File: src/rtl/uart_pi_regs_if.sv
// PI register bus between the host processor (master) and the UART
// register block (slave).
interface uart_pi_regs_if;
  logic       pi_blk_sel;
  logic [3:0] pi_addr;
  logic       pi_wr_en;
  logic       pi_rd_en;
  logic [7:0] pi_wr_data;
  logic [7:0] pi_rd_data;

  modport master (
    output pi_blk_sel, pi_addr, pi_wr_en, pi_rd_en, pi_wr_data,
    input  pi_rd_data
  );

  modport slave (
    input  pi_blk_sel, pi_addr, pi_wr_en, pi_rd_en, pi_wr_data,
    output pi_rd_data
  );
endinterface

File: src/rtl/uart_pi_regs.sv
// UART register block: PI bus decode, TX/RX byte FIFOs, status/control/divisor
// registers and the level interrupt request.
module uart_pi_regs_fifo #(
  parameter int DEPTH = 16
) (
  input  logic                   clk,
  input  logic                   rst,
  input  logic                   push,
  input  logic                   pop,
  input  logic [7:0]             din,
  output logic [7:0]             dout,
  output logic [$clog2(DEPTH):0] count,
  output logic                   full,
  output logic                   empty,
  output logic                   dropped
);
  localparam int AW = $clog2(DEPTH);

  logic [7:0]    mem_q [DEPTH];
  logic [AW-1:0] wr_ptr_q, rd_ptr_q;
  logic [AW:0]   count_q;
  logic          do_push, do_pop;

  assign empty   = (count_q == '0);
  assign full    = (count_q == (AW+1)'(DEPTH));
  // A pop on a full FIFO frees the slot the concurrent push needs.
  assign do_pop  = pop & ~empty;
  assign do_push = push & (~full | do_pop);
  assign dropped = push & ~do_push;
  assign dout    = mem_q[rd_ptr_q];
  assign count   = count_q;

  always_ff @(posedge clk) begin
    if (do_push) mem_q[wr_ptr_q] <= din;
  end

  always_ff @(posedge clk or negedge rst) begin
    if (!rst) begin
      wr_ptr_q <= '0;
      rd_ptr_q <= '0;
      count_q  <= '0;
    end else begin
      if (do_push) wr_ptr_q <= wr_ptr_q + AW'(1);
      if (do_pop)  rd_ptr_q <= rd_ptr_q + AW'(1);
      count_q <= count_q + (AW+1)'(do_push) - (AW+1)'(do_pop);
    end
  end
endmodule

module uart_pi_regs #(
  parameter int          FIFO_DEPTH = 16,
  parameter logic [15:0] DIV_RST    = 16'd27
) (
  input  logic           clk,
  input  logic           rst,
  uart_pi_regs_if.slave  pi,
  output logic           interrupt,
  input  logic           interrupt_ack,
  output logic [7:0]     tx_data,
  output logic           tx_valid,
  input  logic           tx_ready,
  input  logic [7:0]     rx_data,
  input  logic           rx_valid,
  output logic [15:0]    baud_div
);
  localparam int CW = $clog2(FIFO_DEPTH) + 1;

  logic          wr_en_q, rd_en_q, ack_q;
  logic          wr_fire, rd_fire, ack_fire, clr_flags, irq_set;
  logic [1:0]    ctrl_q, ctrl_d;
  logic [15:0]   div_q, div_d;
  logic          tx_ovf_q, tx_ovf_d, rx_ovf_q, rx_ovf_d, irq_q, irq_d;
  logic [7:0]    rd_data_q, rd_data_d;
  logic          tx_push, tx_pop, tx_full, tx_empty, tx_dropped, tx_going_empty;
  logic          rx_pop, rx_full, rx_empty, rx_dropped;
  logic [CW-1:0] tx_count, rx_count;
  logic [7:0]    rx_head;

  function automatic logic [7:0] lvl8(input logic [CW-1:0] c);
    logic [8:0] w;
    w = 9'(c);
    return w[8] ? 8'hFF : w[7:0];
  endfunction

  assign wr_fire  = pi.pi_blk_sel & pi.pi_wr_en & ~wr_en_q;
  assign rd_fire  = pi.pi_blk_sel & pi.pi_rd_en & ~rd_en_q;
  assign ack_fire = interrupt_ack & ~ack_q;

  assign tx_push  = wr_fire & (pi.pi_addr == 4'h0);
  assign tx_pop   = tx_valid & tx_ready;
  assign rx_pop   = rd_fire & (pi.pi_addr == 4'h1);
  assign tx_going_empty = tx_pop & ~tx_push & (tx_count == CW'(1));

  uart_pi_regs_fifo #(.DEPTH(FIFO_DEPTH)) u_tx_fifo (
    .clk(clk), .rst(rst), .push(tx_push), .pop(tx_pop), .din(pi.pi_wr_data),
    .dout(tx_data), .count(tx_count), .full(tx_full), .empty(tx_empty),
    .dropped(tx_dropped)
  );

  uart_pi_regs_fifo #(.DEPTH(FIFO_DEPTH)) u_rx_fifo (
    .clk(clk), .rst(rst), .push(rx_valid), .pop(rx_pop), .din(rx_data),
    .dout(rx_head), .count(rx_count), .full(rx_full), .empty(rx_empty),
    .dropped(rx_dropped)
  );

  always_comb begin
    ctrl_d    = ctrl_q;
    div_d     = div_q;
    clr_flags = 1'b0;
    if (wr_fire) begin
      case (pi.pi_addr)
        4'h3: begin
          ctrl_d    = pi.pi_wr_data[1:0];
          clr_flags = pi.pi_wr_data[7];
        end
        4'h4:    div_d[7:0]  = pi.pi_wr_data;
        4'h5:    div_d[15:8] = pi.pi_wr_data;
        default: ;
      endcase
    end
    // New overflows and new interrupt events win over same-cycle clears.
    tx_ovf_d = (tx_ovf_q & ~clr_flags) | tx_dropped;
    rx_ovf_d = (rx_ovf_q & ~clr_flags) | rx_dropped;
    irq_set  = (rx_valid & ~rx_dropped & ctrl_q[0]) | (tx_going_empty & ctrl_q[1]);
    irq_d    = irq_set | (irq_q & ~ack_fire);
  end

  always_comb begin
    rd_data_d = 8'h00;
    if (pi.pi_blk_sel) begin
      case (pi.pi_addr)
        4'h1:    rd_data_d = rx_empty ? 8'h00 : rx_head;
        4'h2:    rd_data_d = {1'b0, irq_q, rx_ovf_q, tx_ovf_q,
                              rx_empty, rx_full, tx_empty, tx_full};
        4'h3:    rd_data_d = {6'b0, ctrl_q};
        4'h4:    rd_data_d = div_q[7:0];
        4'h5:    rd_data_d = div_q[15:8];
        4'h6:    rd_data_d = lvl8(tx_count);
        4'h7:    rd_data_d = lvl8(rx_count);
        default: rd_data_d = 8'h00;
      endcase
    end
  end

  always_ff @(posedge clk or negedge rst) begin
    if (!rst) begin
      wr_en_q   <= 1'b0;
      rd_en_q   <= 1'b0;
      ack_q     <= 1'b0;
      ctrl_q    <= 2'b00;
      div_q     <= DIV_RST;
      tx_ovf_q  <= 1'b0;
      rx_ovf_q  <= 1'b0;
      irq_q     <= 1'b0;
      rd_data_q <= 8'h00;
    end else begin
      wr_en_q   <= pi.pi_wr_en;
      rd_en_q   <= pi.pi_rd_en;
      ack_q     <= interrupt_ack;
      ctrl_q    <= ctrl_d;
      div_q     <= div_d;
      tx_ovf_q  <= tx_ovf_d;
      rx_ovf_q  <= rx_ovf_d;
      irq_q     <= irq_d;
      rd_data_q <= rd_data_d;
    end
  end

  assign pi.pi_rd_data = rd_data_q;
  assign interrupt     = irq_q;
  assign tx_valid      = ~tx_empty;
  assign baud_div      = div_q;
endmodule

File: src/flat_wrapper.sv
// flat-port wrapper written by rule: the top's interface ports become plain ports
module uart_pi_regs_flat 
#(
  parameter int          FIFO_DEPTH = 16,
  parameter logic [15:0] DIV_RST    = 16'd27
)
  (clk, rst, interrupt, interrupt_ack, tx_data, tx_valid, tx_ready, rx_data, rx_valid, baud_div, pi_pi_blk_sel, pi_pi_addr, pi_pi_wr_en, pi_pi_rd_en, pi_pi_wr_data, pi_pi_rd_data);
  uart_pi_regs_if pi_i ();
  input  logic clk;
  input  logic rst;
  output logic interrupt;
  input  logic interrupt_ack;
  output logic [7:0] tx_data;
  output logic tx_valid;
  input  logic tx_ready;
  input  logic [7:0] rx_data;
  input  logic rx_valid;
  output logic [15:0] baud_div;
  input wire logic [$bits(pi_i.pi_blk_sel)-1:0] pi_pi_blk_sel;
  input wire logic [$bits(pi_i.pi_addr)-1:0] pi_pi_addr;
  input wire logic [$bits(pi_i.pi_wr_en)-1:0] pi_pi_wr_en;
  input wire logic [$bits(pi_i.pi_rd_en)-1:0] pi_pi_rd_en;
  input wire logic [$bits(pi_i.pi_wr_data)-1:0] pi_pi_wr_data;
  output wire logic [$bits(pi_i.pi_rd_data)-1:0] pi_pi_rd_data;
  assign pi_i.pi_blk_sel = pi_pi_blk_sel;
  assign pi_i.pi_addr = pi_pi_addr;
  assign pi_i.pi_wr_en = pi_pi_wr_en;
  assign pi_i.pi_rd_en = pi_pi_rd_en;
  assign pi_i.pi_wr_data = pi_pi_wr_data;
  assign pi_pi_rd_data = pi_i.pi_rd_data;
  uart_pi_regs #(.FIFO_DEPTH(FIFO_DEPTH), .DIV_RST(DIV_RST)) u_core (.clk(clk), .rst(rst), .pi(pi_i), .interrupt(interrupt), .interrupt_ack(interrupt_ack), .tx_data(tx_data), .tx_valid(tx_valid), .tx_ready(tx_ready), .rx_data(rx_data), .rx_valid(rx_valid), .baud_div(baud_div));
endmodule
File: config.mk
export PLATFORM = sky130hd
export DESIGN_NAME = uart_pi_regs_flat
export DESIGN_NICKNAME = d
export VERILOG_FILES = /design/src/rtl/uart_pi_regs_if.sv /design/src/rtl/uart_pi_regs.sv /design/src/flat_wrapper.sv
export SDC_FILE = /design/constraint.sdc
export NUM_CORES = 1
export LEC_CHECK = 0
export CAP_MARGIN = 20
export CORE_ASPECT_RATIO = 1.25
export CORE_UTILIZATION = 49
export DETAILED_ROUTE_END_ITERATION = 8
export GPL_TIMING_DRIVEN = 0
export PLACE_DENSITY = 0.67
export SLEW_MARGIN = 20
export SYNTH_ARGS = -nofsm -noshare
export SYNTH_HDL_FRONTEND = slang
export SYNTH_HIERARCHICAL = 1
export SYNTH_SLANG_ARGS = --single-unit
File: constraint.sdc
create_clock -name clk -period 7.9 [get_ports clk]
set_input_delay 1.185 -clock clk [delete_from_list [all_inputs] [get_ports clk]]
set_output_delay 1.185 -clock clk [all_outputs]
set_load 0.005 [all_outputs]
# --- Yosys cells after proc, flatten, opt, wreduce, memory -nomap -nowiden ---
# Memories as Yosys holds them, arrays and structs flattened.
# Cells that the tools add are included.
# W data, S select, Z words.
totals:
  ff_bits: 58
  mem_bits_rw: 256
  output_inout_bits: 34
  word_cells: 92
  mem_count: 2
op_classes:
  add_sub_neg: 8
  eq_ne: 10
  n_mux: 9
  bitwise: 41
  reduce_logical: 6
mem_list:
  columns: ["memory", "words", "width", "rd", "rd_ports_with_merged_regs", "write_ports", "line_no", "text"]
  rows:
  - ["u_core.u_rx_fifo.mem_q", 16, 8, 1, 0, 1, "uart_pi_regs.sv:19", "logic [7:0] mem_q [DEPTH];"]
  - ["u_core.u_tx_fifo.mem_q", 16, 8, 1, 0, 1, "uart_pi_regs.sv:19", null]
ops:
  columns: ["cell", "n"]
  rows:
  - ["$pmux W8 S7", 1]
  - ["$and A1 B1 Y1", 22]
  - ["$add A4 B1 Y4 const B", 4]
  - ["$eq A4 B3 Y1 const B", 4]
  - ["$mux W8", 2]
  - ["$not A1 Y1", 13]
  - ["$add A5 B1 Y5", 2]
  - ["$eq A5 B5 Y1 const B", 2]
  - ["$logic_not A5 Y1", 2]
  - ["$sub A5 B1 Y5", 2]
  - ["$eq A4 B2 Y1 const B", 2]
  - ["$mux W1", 6]
  - ["$or A1 B1 Y1", 6]
  - ["$reduce_and A2 Y1", 3]
  - ["$eq A5 B1 Y1 const B", 1]
  - ["$eq A4 B1 Y1 const B", 1]
  - ["$logic_not A4 Y1", 1]

# --- Longest topological paths before layout ---
logic_depth:
  word_depth: 13
  mapped_depth: 15
  depth_no_buf: 14

# --- By module ---
# Netlist, hierarchy kept.
modules_own_cells:
  columns: ["module", "instances", "cells_per_inst", "area_per_inst_um2", "seq_area_each_um2"]
  rows:
  - ["uart_pi_regs_fifo", 2, 320, 5829.3, 4169.0]
  - ["uart_pi_regs", 1, 135, 1631.6, 805.8]

# --- Worst setup path after synthesis ---
# No wires, ideal clock.
synth_timing:
  path_type: "input to register"
  startpoint: "in pi_pi_addr[0]"
  endpoint: "reg u_core.u_tx_fifo.count_q[4] (netlist: u_core/u_tx_fifo/count[4])"
  setup_time_ns: 0.123
  arrival_ns: 3.388
  t_required_ns: 7.777
  path_slack_ns: 4.389
  cell_stages: 13
  n_path_buf: 2
  cell_sequence: "clkbuf_1 nor4b_1 o21a_1 buf_2 inv_1 ha_1 inv_1 ha_1 fa_1 a21oi_1 nor2_1 nor2_1 xnor2_1"
synth_between:
  elab_chain_cells: 5
synth_rtl:
  columns: ["item", "line_no", "text"]
  rows:
  - ["start, declared", "flat_wrapper.sv:20", "input wire logic [$bits(pi_i.pi_addr)-1:0] pi_pi_addr;"]
  - ["$logic_not A4 Y1", "uart_pi_regs.sv:89", "assign tx_push = wr_fire & (pi.pi_addr == 4'h0);"]
  - ["$and A1 B1 Y1", "uart_pi_regs.sv:89", null]
  - ["named net u_core.tx_push", "uart_pi_regs.sv:74", "logic tx_push, tx_pop, tx_full, tx_empty, tx_dropped, tx_going_empty;"]
  - ["$and A1 B1 Y1", "uart_pi_regs.sv:28", "assign do_push = push & (~full | do_pop);"]
  - ["$add A5 B1 Y5", "uart_pi_regs.sv:45", "count_q <= count_q + (AW+1)'(do_push) - (AW+1)'(do_pop);"]
  - ["$sub A5 B1 Y5", "uart_pi_regs.sv:45", null]
  - ["end signal, assigned", "uart_pi_regs.sv:45", null]
  - ["end, declared", "uart_pi_regs.sv:21", "logic [AW:0] count_q;"]
# The timed path passes the listed nets, and every way through them passes these cells.
# A chain may end at the register's enable or synchronous reset.

# --- Final worst setup path ---
# Same ends and word-level chain as after synthesis.

==> metrics.yaml <==
timing:
  worst_slew_pin_slew_ns: 0.959
  final_min_period_over_clock_period: 0.511
  timing.final.crit_period_ns: 4.04
  timing.fmax_mhz: 248
  report.final.setup_viol: 0
  finalMaxSlewViolations: 0
  final.setup.tns_ns: 0
  rsz0062_at_grt: "false"
  finClkSkew_ns: 0.00701
  worst_slew_margin_rel: 0.350
  final_hold_viol_count: 0
grt:
  grt_pass1_vias: 7225
  grt_pass1_wl_um: 43400
  grt_max_degree: 55
  global_route.usage.total: 0.213
  grt_overflow: 0
  initial_antenna_violation_count: 0
drt:
  wl_met3_um: 1270
  routed_wl_um: 28400
  remaining_drc_errors: 0
  detail-route-antenna-nets: 0
  routed-wl-met2_um: 14700
  metal1_wirelength_um: 11200
  num_vias: 7079
  routed_wirelength_normalized_by_instance_count_um: 22.9
  first_iter_violations: 492
  firstDrtPassIters: 5
  maxUsedRoutingLayer: "met4"
  avgViaCountPerCell: 5.72
clock_tree:
  ctsLongestPathBuffers: 3
  cts-htree-levels: 1
  post_cts.repair.setup_buffers: 0
  cts_buffers: 30
  cts_tree: "built"
  ctsRootBufferMaster: "sky130_fd_sc_hd__clkbuf_16"
  resized_gates_after_cts: 0
  cts_hold_buf: 0
  clk_pin_slew_ns: 0.06
  worstSkewPairLatency_ns: 0.55
  cts_sinks: 314
min_path:
  hp-class: "in2async"
final_layout:
  num-nets-final: 920
  number_of_filler_cells_placed_in_the_layout: 2059
  diodes: 0
  fin_area_mm2: 0.0154
  flow.area_growth_from_synthesis_pct: 16.1
  final_layout_size_suffix_gt1_frac: 0.193
logic_synthesis:
  async_flop_share: 0.185
  yosysWarnings: 6
  ys_seq_area_frac: 0.688
  ys_types: 51
  yosys.area.top_type: "sky130_fd_sc_hd__edfxtp_1"
  top_reg_cell_synth: "sky130_fd_sc_hd__edfxtp_1"
  post_synth_inst_count: 775
  leading_cell_types_by_total_area_after_synthesis: "sky130_fd_sc_hd__edfxtp_1 58%, sky130_fd_sc_hd__dfrtp_1 10%, sky130_fd_sc_hd__mux4_2 5.4%"
  yosysTopAreaCellShare: 0.578
  synth_seq_cells: 314
  number_of_enable_flip_flop_cells_after_synthesis: 256
  post_synth_instance_area_mm2: 0.0133
  synth_fp_nets: 827
  postSynthAreaPerCell_um2: 17.1
status:
  outcome: "complete, no violations"
worst_setup_path:
  crit_slowest_cell: "sky130_fd_sc_hd__nor4b_1"
  worstSetupEndpointType: "register"
  cp.buffers_inverters: 5
  list_of_cells_traversed_by_the_critical_path: "clkdlybuf4s50_1 -> clkbuf_1 -> nor4b_1 -> o21a_1 -> buf_2 -> inv_1 -> ha_1 -> inv_1 -> ha_1 -> fa_1 -> a21oi_1 -> nor2_1 -> nor2_1 -> xnor2_1"
  crit_path_start_kind: "primary input"
  crit_path_required_time_ns: 8.37
  timing.critical_path.fanout_max: 10
  maximum_single_stage_delay_on_the_critical_path_ns: 0.60
  critical-path-top-delay-family: "buffers and inverters"
  worstSetupPathType: "in2reg"
  crit_arrival_ns: 4.51
  worst_reg2reg_setup_slack_ns: 4.52
placement:
  buffer_ports.inserted: 60
  dpl-instance-area_mm2: 0.0144
  gp_congestion: 0.896
  half_perimeter_wire_length_after_detailed_placement_um: 19200
floorplanning:
  fp.dieArea_mm2: 0.0278
  initial_core_utilization: 0.497
  io-pin-count: 62
  die_w_um: 149
  floorplan.rows: 67
  die_h_um: 186
  core_area_mm2: 0.0267
power:
  power_per_cell_area_mw_per_mm2: 313
  vdd_drop_max_mv: 0.268
  power.static_leakage_nw: 5.50
  power_mw: 4.84
run:
  cap_viol_max_count: 0
[metrics by stage]
stage	hold slack [ns]	std cells	util	setup slack [ns]
2_1_floorplan	0.450	775	-	4.39
3_3_place_gp	0.467	1180	0.536	3.28
3_5_place_dp	0.477	1181	0.538	3.35
4_1_cts	0.426	1237	0.577	3.88
5_1_grt	0.428	1237	0.577	3.63
6_report	0.442	1237	0.577	3.86
[logic make-up (layout without fill, tap and decap cells)]
kind of cell,after synthesis,after routing,synth area share
buffers and inverters,65,182,0.0326
AO/OA/AOI/OAI,103,103,0.0660
flip-flops,314,314,0.688
adder cells (fa/ha/maj),24,24,0.0237
AND/OR/NAND/NOR,126,126,0.0491
multiplexers,123,123,0.127
XOR/XNOR,20,20,0.0132
[placed cells by master, fill, tap and decap left out, types with 4 or more instances in the layout]
cell type,n
sky130_fd_sc_hd__clkdlybuf4s50_1,59
sky130_fd_sc_hd__mux2i_1,66
sky130_fd_sc_hd__nor3_2,8
sky130_fd_sc_hd__xnor2_1,14
sky130_fd_sc_hd__a21oi_1,8
sky130_fd_sc_hd__nor2_1,33
sky130_fd_sc_hd__xor2_1,6
sky130_fd_sc_hd__a22oi_1,19
sky130_fd_sc_hd__a22o_1,6
sky130_fd_sc_hd__a31oi_1,4
sky130_fd_sc_hd__nor3_1,5
sky130_fd_sc_hd__a32oi_1,4
sky130_fd_sc_hd__clkinv_2,9
sky130_fd_sc_hd__buf_1,4
sky130_fd_sc_hd__bufinv_16,5
sky130_fd_sc_hd__clkbuf_1,11
sky130_fd_sc_hd__dfstp_2,4
sky130_fd_sc_hd__buf_2,5
sky130_fd_sc_hd__edfxtp_1,256
sky130_fd_sc_hd__nor2b_1,9
sky130_fd_sc_hd__buf_4,5
sky130_fd_sc_hd__buf_6,18
sky130_fd_sc_hd__mux2_4,8
sky130_fd_sc_hd__nand2_1,43
sky130_fd_sc_hd__nand2b_1,5
sky130_fd_sc_hd__mux2_2,15
sky130_fd_sc_hd__clkinv_1,4
sky130_fd_sc_hd__dfrtp_1,54
sky130_fd_sc_hd__a221oi_1,14
sky130_fd_sc_hd__clkbuf_16,31
sky130_fd_sc_hd__o21ai_0,19
sky130_fd_sc_hd__inv_1,23
sky130_fd_sc_hd__ha_1,22
sky130_fd_sc_hd__a221oi_2,18
sky130_fd_sc_hd__a21o_1,4
sky130_fd_sc_hd__mux4_2,32
[Yosys cell counts (3+ instances only)]
cell type and instances:
sky130_fd_sc_hd__mux2_4 8, sky130_fd_sc_hd__a21oi_1 8, sky130_fd_sc_hd__buf_1 4, sky130_fd_sc_hd__a221oi_2 18, sky130_fd_sc_hd__o21ai_0 19, sky130_fd_sc_hd__xor2_1 6, sky130_fd_sc_hd__dfstp_2 4, sky130_fd_sc_hd__mux4_2 32
sky130_fd_sc_hd__a21o_1 4, sky130_fd_sc_hd__nor3_1 13, sky130_fd_sc_hd__clkbuf_1 9, sky130_fd_sc_hd__a22oi_1 19, sky130_fd_sc_hd__dfrtp_1 54, sky130_fd_sc_hd__nor3b_1 3, sky130_fd_sc_hd__xnor2_1 14, sky130_fd_sc_hd__inv_1 23
sky130_fd_sc_hd__a221oi_1 14, sky130_fd_sc_hd__nand2b_1 5, sky130_fd_sc_hd__buf_4 4, sky130_fd_sc_hd__nor2b_1 9, sky130_fd_sc_hd__and2_1 3, sky130_fd_sc_hd__a32o_1 3, sky130_fd_sc_hd__buf_6 18, sky130_fd_sc_hd__nand3_1 3
sky130_fd_sc_hd__ha_1 22, sky130_fd_sc_hd__a31oi_1 4, sky130_fd_sc_hd__a22o_1 6, sky130_fd_sc_hd__edfxtp_1 256, sky130_fd_sc_hd__mux2_2 15, sky130_fd_sc_hd__buf_2 5, sky130_fd_sc_hd__mux2i_1 66, sky130_fd_sc_hd__nand2_1 43
sky130_fd_sc_hd__nor2_1 33, sky130_fd_sc_hd__a32oi_1 4
[power breakdown]
group          switching, mW  total, mW  leakage (nW)  internal, mW
registers             0.0870       2.03          3.03          1.94
clock network          0.599       1.49         0.519         0.895
logic                  0.698       1.31          1.95         0.617
[final timing paths]
| kind | startpoint | to | cells past startpoint |
|---|---|---|---|
| worst min register to register | u_core/tx_ovf_q$_DFF_PN0_ | u_core/tx_ovf_q$_DFF_PN0_ | 1 |
| worst max-delay path | pi_pi_addr[0] | u_core/u_tx_fifo/count[4]$_DFF_PN0_ | 14 |
| max in group asynchronous | rst | u_core/baud_div[4]$_DFFE_PN1P_ | 2 |
| min in group clk | u_core/tx_ovf_q$_DFF_PN0_ | u_core/tx_ovf_q$_DFF_PN0_ | 1 |
| worst min-delay path | rst | u_core/u_rx_fifo/count[2]$_DFF_PN0_ | 1 |
| worst max register to register | u_core/u_tx_fifo/count[2]$_DFF_PN0_ | u_core/u_tx_fifo/count[4]$_DFF_PN0_ | 14 |
[state kept, by name, indices dropped and copies added, names as in the netlist, 5 cells and up]
name	flops
u_core/pi.pi_rd_data	8
u_core/u_tx_fifo/count	5
u_core/baud_div	16
u_core/u_tx_fifo/mem_q	128
u_core/u_rx_fifo/mem_q	128
u_core/u_rx_fifo/count	5
[area by class of cell]
cell class | count | area (um^2) | share of cell area
Buffer | 42 | 347 | 0.0225
Clock buffer | 35 | 811 | 0.0525
Clock inverter | 21 | 235 | 0.0152
Inverter | 23 | 86.3 | 0.00559
Multi-Input combinational cell | 396 | 3750 | 0.243
Sequential cell | 314 | 9140 | 0.592
Tap cell | 345 | 432 | 0.0280
Timing Repair Buffer | 61 | 626 | 0.0405
[per-layer routing]
layer | global-route usage | up-vias
met1 | 0.266 | 3599
li1 | - | 3218
met2 | 0.374 | 212
met5 | 0 | -
met4 | 0.0906 | 0
met3 | 0.0266 | 50
No activity file was read; power rests on OpenSTA's default activity.
